<file path="src/rtl/mmio_uart_tx.sv">
// Memory-mapped 8N1 UART transmitter: TXDATA pushes into a small FIFO and a
// serializer drains it; STATUS reports FIFO/transmitter state combinationally.
module mmio_uart_tx #(
  parameter logic [31:0] BASE_ADDR    = 32'h0001_0000,
  parameter int          CLKS_PER_BIT = 868,
  parameter int          FIFO_DEPTH   = 8
) (
  input  logic        CLK,
  input  logic        reset,
  input  logic [31:0] addr,
  input  logic [31:0] wdata,
  input  logic        memwrite,
  input  logic        memread,
  output logic [31:0] rdata,
  output logic        sel,
  output logic        tx,
  output logic        irq_empty
);
  localparam int          AW        = $clog2(FIFO_DEPTH);
  localparam logic [15:0] BAUD_LAST = 16'(CLKS_PER_BIT - 1);
  localparam logic [AW:0] DEPTH     = (AW+1)'(FIFO_DEPTH);

  typedef enum logic [1:0] {IDLE, START, DATA, STOP} state_t;

  state_t          state;
  logic [7:0]      mem [FIFO_DEPTH];
  logic [AW-1:0]   wr_ptr, rd_ptr;
  logic [AW:0]     count;
  logic            ovf;
  logic [15:0]     baud;
  logic [2:0]      bit_idx;
  logic [7:0]      shift;

  logic empty, full, busy, push_req, push, pop, clr_ovf, baud_done;
  logic [7:0] head;
  logic unused_bits;

  assign sel       = (addr[31:3] == BASE_ADDR[31:3]);
  assign empty     = (count == '0);
  assign full      = (count == DEPTH);
  assign busy      = (state != IDLE);
  assign push_req  = memwrite & sel & ~addr[2];
  assign push      = push_req & ~full;
  assign clr_ovf   = memwrite & sel & addr[2] & wdata[3];
  assign baud_done = (baud == BAUD_LAST);
  assign pop       = ~empty & ((state == IDLE) | ((state == STOP) & baud_done));
  assign head      = mem[rd_ptr];
  assign irq_empty = empty & (state == IDLE);
  assign unused_bits = ^{addr[1:0], wdata[31:8]};

  always_comb begin
    rdata = '0;
    if (memread & sel & addr[2])
      rdata = {16'h0, 8'(count), 4'h0, ovf, busy, empty, full};
  end

  always_ff @(posedge CLK) begin
    if (push) mem[wr_ptr] <= wdata[7:0];
  end

  // Full is judged before the edge, so a concurrent pop never rescues a store.
  always_ff @(posedge CLK or negedge reset) begin
    if (!reset) begin
      wr_ptr <= '0;
      rd_ptr <= '0;
      count  <= '0;
      ovf    <= 1'b0;
    end else begin
      if (push) wr_ptr <= wr_ptr + 1'b1;
      if (pop)  rd_ptr <= rd_ptr + 1'b1;
      count <= count + (AW+1)'(push) - (AW+1)'(pop);
      if (push_req & full) ovf <= 1'b1;
      else if (clr_ovf)    ovf <= 1'b0;
    end
  end

  always_ff @(posedge CLK or negedge reset) begin
    if (!reset) begin
      state   <= IDLE;
      baud    <= '0;
      bit_idx <= '0;
      shift   <= '0;
      tx      <= 1'b1;
    end else begin
      case (state)
        IDLE: begin
          baud <= '0;
          tx   <= 1'b1;
          if (pop) begin
            shift <= head;
            state <= START;
            tx    <= 1'b0;
          end
        end
        START: begin
          if (baud_done) begin
            baud    <= '0;
            bit_idx <= '0;
            state   <= DATA;
            tx      <= shift[0];
          end else baud <= baud + 16'd1;
        end
        DATA: begin
          if (baud_done) begin
            baud <= '0;
            if (bit_idx == 3'd7) begin
              state <= STOP;
              tx    <= 1'b1;
            end else begin
              bit_idx <= bit_idx + 3'd1;
              shift   <= {1'b0, shift[7:1]};
              tx      <= shift[1];
            end
          end else baud <= baud + 16'd1;
        end
        STOP: begin
          if (baud_done) begin
            baud <= '0;
            // Chain straight into the next start bit so frames stay contiguous.
            if (pop) begin
              shift <= head;
              state <= START;
              tx    <= 1'b0;
            end else begin
              state <= IDLE;
              tx    <= 1'b1;
            end
          end else baud <= baud + 16'd1;
        end
        default: state <= IDLE;
      endcase
    end
  end
endmodule

</file>
<file path="config.mk">
export PLATFORM = sky130hd
export DESIGN_NAME = mmio_uart_tx
export DESIGN_NICKNAME = d
export VERILOG_FILES = /design/src/rtl/mmio_uart_tx.sv
export SDC_FILE = /design/constraint.sdc
export NUM_CORES = 1
export LEC_CHECK = 0
export BUFFER_PORTS_ARGS = -buffer_cell sky130_fd_sc_hd__buf_4
export CAP_MARGIN = 15
export CORE_MARGIN = 5
export CORE_UTILIZATION = 30
export DETAILED_ROUTE_END_ITERATION = 10
export SLEW_MARGIN = 10
export SYNTH_ARGS = -nofsm -noshare
export SYNTH_HDL_FRONTEND = slang
export SYNTH_SLANG_ARGS = --single-unit
</file>
<file path="constraint.sdc">
create_clock -name CLK -period 4.7 [get_ports CLK]
set_input_delay 0.94 -clock CLK [delete_from_list [all_inputs] [get_ports CLK]]
set_output_delay 0.94 -clock CLK [all_outputs]
set_load 0.005 [all_outputs]
</file>
# ---- Yosys cells after proc, flatten, opt, wreduce, memory -nomap -nowiden
# Memory sizes are Yosys's and may differ from the RTL's.
# Index checks and enable logic that the tools add are counted.
# W data, S select, Z words.
dict set report word_totals {
  mem_bits_ro 0
  latchBits 0
  regBits 41
  n_memories 1
  elab_cells 84
  input_bits 68
  mem_bits_rw 64
  out_inout_bits 35
}
# name words width rd rd_ports_with_merged_regs write_ports line
set mem_list {}
lappend mem_list {mem 8 8 1 0 1 26} ;# logic [7:0] mem [FIFO_DEPTH];
dict set report classes {
  n_reduce_logical 11
  mul 0
  bitwise 15
  n_lt_le_gt_ge 0
  n_addsub 6
  mux 29
  shift 0
  n_div 0
  n_eq_ne 13
}
# operator n
set ops {}
lappend ops {{$mux W8} 4}
lappend ops {{$pmux W16 S2} 1}
lappend ops {{$eq A29 B14 Y1 const B} 1}
lappend ops {{$pmux W8 S3} 1}
lappend ops {{$add A16 B1 Y16 const B} 1}
lappend ops {{$eq A16 B10 Y1 const B} 1}
lappend ops {{$mux W16} 1}
lappend ops {{$mux W12} 1}
lappend ops {{$ne A2 B2 Y1 const B} 6}
lappend ops {{$and A1 B1 Y1} 11}
lappend ops {{$mux W1} 10}
lappend ops {{$mux W2} 5}
lappend ops {{$add A3 B1 Y3 const B} 3}
lappend ops {{$mux W3} 3}
lappend ops {{$pmux W2 S4} 1}
lappend ops {{$reduce_and A4 Y1} 2}
lappend ops {{$pmux W3 S2} 1}
lappend ops {{$reduce_bool A2 Y1} 3}
lappend ops {{$reduce_and A5 Y1} 1}
lappend ops {{$add A4 B1 Y4} 1}
lappend ops {{$eq A2 B2 Y1 const B} 2}
lappend ops {{$eq A4 B4 Y1 const B} 1}
lappend ops {{$logic_not A4 Y1} 1}
lappend ops {{$pmux W1 S4} 1}
lappend ops {{9 further kinds} 11}

# ---- Logic depth before layout (Yosys ltp)
dict set report logic_depth {
  depth_word 7
  mapped_depth 12
  depth_no_buf 12
}

# ---- Worst setup path after synthesis
# Ideal clock, no wire load.
dict set report synth_timing {
  path_kind {input to register}
  startpoint {in addr[7]}
  endpoint {reg count[2]}
  required_time_ps 4577
  path_slack_ps 1592
  setup_ps 123
  cell_stages 10
  arrival_ps 2985
  path_buffers 0
  cell_sequence {nor4b_1 nand4_1 nor4b_2 inv_1 ha_1 inv_1 ha_1 inv_1 fa_1 xnor2_1}
}
dict set report synth_via {
  elab_chain_cells 6
}
# element line
set synth_lines {}
lappend synth_lines {{start: declaration} 10} ;# input logic [31:0] addr,
lappend synth_lines {{$eq A29 B14 Y1} 38} ;# assign sel = (addr[31:3] == BASE_ADDR[31:3]);
lappend synth_lines {{$and A1 B1 Y1 (2 in a row)} 42} ;# assign push_req = memwrite & sel & ~addr[2];
lappend synth_lines {{$and A1 B1 Y1} 43} ;# assign push = push_req & ~full;
lappend synth_lines {{$add A4 B1 Y4} 71} ;# count <= count + (AW+1)'(push) - (AW+1)'(pop);
lappend synth_lines {{$sub A4 B1 Y4} 71}
lappend synth_lines {{end signal: assignment} 71}
lappend synth_lines {{end: declaration} 28} ;# logic [AW:0] count;
# Every way passes these cells.
# A chain may end at the register's enable or synchronous reset.

# ---- Worst setup path after layout
dict set report layout_timing {
  startpoint {in addr[19]}
  endpoint {out rdata[1]}
}
dict set report layout_via {
  elab_chain_cells 4
}
# element line
set layout_lines {}
lappend layout_lines {{$eq A29 B14 Y1} 38}
lappend layout_lines {{$and A1 B1 Y1 (2 in a row)} 53} ;# if (memread & sel & addr[2])
lappend layout_lines {{$mux W12} 53}
lappend layout_lines {{end: declaration} 14} ;# output logic [31:0] rdata,
# Every way passes these cells.

==> results.json <==
{
  "peakVddDrop_uv": 329,
  "max_freq_mhz": 309,
  "cts-resized-gates": 0,
  "cts_tree": "built",
  "yosys.area.top_type_share_pct": 38.7,
  "drc": 0,
  "n_fill_cell": 1567,
  "timing.critical_path.cells": "buf_4, nor4_1, nand4_1, nor2_1, and3_1, and2_1, buf_4",
  "area_delta_synth_final_pct": 17.0,
  "synth_edf_count": 64,
  "p_leak_nw": 2.26,
  "p_per_area_nw_per_um2": 301,
  "relSlewSlack_pct": 41.5,
  "grt_max_degree": 42,
  "rsz0062_at_grt": "false",
  "grt_usage_pct": 9.35,
  "synthCells": 360,
  "regArea_um2": 2950,
  "fin_crit_ps": 3230,
  "arrival_ps": 2290,
  "synth_ff_type": "edfxtp_1",
  "fin_cells": 642,
  "ys_top_cells_by_count": "64 x edfxtp_1, 40 x dfrtp_1, 38 x nor2_1",
  "crit_fanout": 4,
  "place.gp.congestion": 0.752,
  "endpoint_kind": "output port",
  "final_layout_size_suffix_gt1_share_pct": 26.1,
  "netlist_area_um2": 4960,
  "synth-seq-cells": 105,
  "drtIter0Drc": 112,
  "synth_area_per_cell_um2": 13.8,
  "yosysSeqAreaShare_pct": 59.4,
  "slowest_stage": "nor4_1",
  "path_delay_family": "simple AND/OR/NAND/NOR gates",
  "cts_buffer_depth": 2,
  "async_reset_ff_share_pct": 39.0,
  "place_inst": 626,
  "cts_max_level": 3,
  "required_ps": 3760,
  "antenna_cells": 0,
  "io_buffers": 52,
  "die_area_um2": 19200,
  "routed_wl_um": 8830,
  "fp.dieH_um": 139,
  "grt-ovfl-total": 0,
  "num_rows": 47,
  "crit_path_max_incr_delay_ps": 280,
  "synthTopCellsByArea": "edfxtp_1 39%, dfrtp_1 20%, mux4_2 7.3%",
  "worst-setup-path-type": "input pin to output port",
  "finClkSkew_ps": 8.72,
  "clock-root-buffer": "clkbuf_16",
  "setup_tns_ps": 0,
  "grt_pass1_wl_um": 14300,
  "status": "completed",
  "ios": 103,
  "worstMarginPinSlew_ps": 876,
  "wl_per_cell_um": 13.7,
  "grt_pass1_vias": 2880,
  "synth_top_cell_by_area": "edfxtp_1",
  "hpwlAfterDp_um": 6270,
  "cts_hold_buf": 0,
  "synth_warnings": 0,
  "start_util_pct": 30.2,
  "yosysMostFrequentCell": "edfxtp_1",
  "cts.sinks": 105,
  "clk_pin_slew_ps": 70,
  "cts_buffers": 9,
  "fin_nets": 502,
  "vias": 2823,
  "ant_nets": 0,
  "start_kind": "input pin",
  "via_per_inst": 4.40,
  "timing_hold_violations_final": 0,
  "setup_viol": 0,
  "antenna_found_initial": 0,
  "synthDistinctLibCells": 49,
  "multi_input_area_um2": 1810,
  "core_um2": 16400,
  "min_period_over_period_pct": 68.8,
  "firstDrtPassIters": 4,
  "die_w_um": 139,
  "crit_top_cell": "buf_4",
  "critical_path_buf_inv_count": 2,
  "clkLatencyLatePin_ps": 350,
  "hold_path.class": "flop to flop",
  "drv_cap": 0,
  "maxSlewViolCount": 0,
  "post-cts-setup-buffer-count": 0
}
logic make-up after synthesis:
family / count (synthesis) / synth area share (%)
adder cells (fa/ha/maj): 17 / 4.44
multiplexers: 37 / 11.8
AND/OR/NAND/NOR: 107 / 11.3
flip-flops: 105 / 59.4
XOR/XNOR: 20 / 3.53
buffers and inverters: 48 / 5.80
AO/OA/AOI/OAI: 25 / 3.63
other: 1 / 0.0756
cell usage in the layout (no fill, tap or decap), drive strengths merged, types with 8 or more instances in the layout:
cell	netlist	final
and2	8	8
buf	27	56
clkbuf	5	10
conb	1	24
dfrtp	40	40
edfxtp	64	64
ha	16	16
inv	15	18
mux2	13	13
mux2i	8	8
mux4	16	16
nand2	13	13
nand3	10	10
nor2	38	38
o21ai	11	11
xnor2	8	8
xor2	12	12
routing by layer:
layer,wire (um),up-vias,track usage [%]
met4,133,0,3.24
met2,4670,45,16.9
met3,366,12,2.62
met1,3660,1390,10.7
met5,0,-,0
li1,-,1376,-
final cells by class:
class / count / area share (%)
clock buffers: 10 / 3.94
clock inverters: 6 / 1.08
inverters: 15 / 0.970
multi-input cells: 230 / 31.2
flip-flops and latches: 105 / 50.8
well taps: 220 / 4.74
repair buffers: 56 / 7.24
worst register-to-register path: stages, from the launching register on:
cell     delay (ps)
dfrtp_1         390
ha_1            250
nor4b_1         360
and4_2          360
a21oi_1         120
nor2_1          250
ha_1            290
inv_1            50
ha_1            150
inv_1            50
fa_1            380
xnor2_1         130
path summary, 6_finish.rpt:
path / slack, ps / depth (start not counted) / to / from
worst max-delay path: 1470 / 7 / rdata[1] / addr[19]
worst min-delay path: 500 / 1 / baud[0]$_DFF_PN0_ / baud[0]$_DFF_PN0_
worst max register to register: 1800 / 11 / count[2]$_DFF_PN0_ / baud[0]$_DFF_PN0_
worst min register to register: 500 / 1 / baud[0]$_DFF_PN0_ / baud[0]$_DFF_PN0_
max in group asynchronous: 3730 / 1 / rd_ptr[0]$_DFFE_PN0P_ / reset
min in group asynchronous: 570 / 1 / baud[7]$_DFF_PN0_ / reset
state kept, by name, summed over array words and instances, names as in the netlist:
name,flops
count,4
rd_ptr,3
wr_ptr,3
bit_idx,3
baud,16
state,2
ovf,1
tx,1
shift,8
mem,64
where the power goes:
group          internal [mW]  switching (mW)  leakage [nW]
logic                 0.0229          0.0236          1.03
clock network          0.373           0.350         0.142
registers              0.979     0.000000595          1.09
stage by stage:
stage	utilization [%]	setup slack [ps]	cell area (um2)	hold slack, ps	power (mW)
floorplan	-	1590	5050	455	1.02
global placement	33.6	1190	5510	474	1.04
detailed placement	33.6	1160	5510	488	1.05
CTS	35.4	1480	5800	498	1.77
global route	35.4	1320	5810	518	1.81
finish	35.4	1470	5810	495	1.75
(Power assumes the default switching activity.)
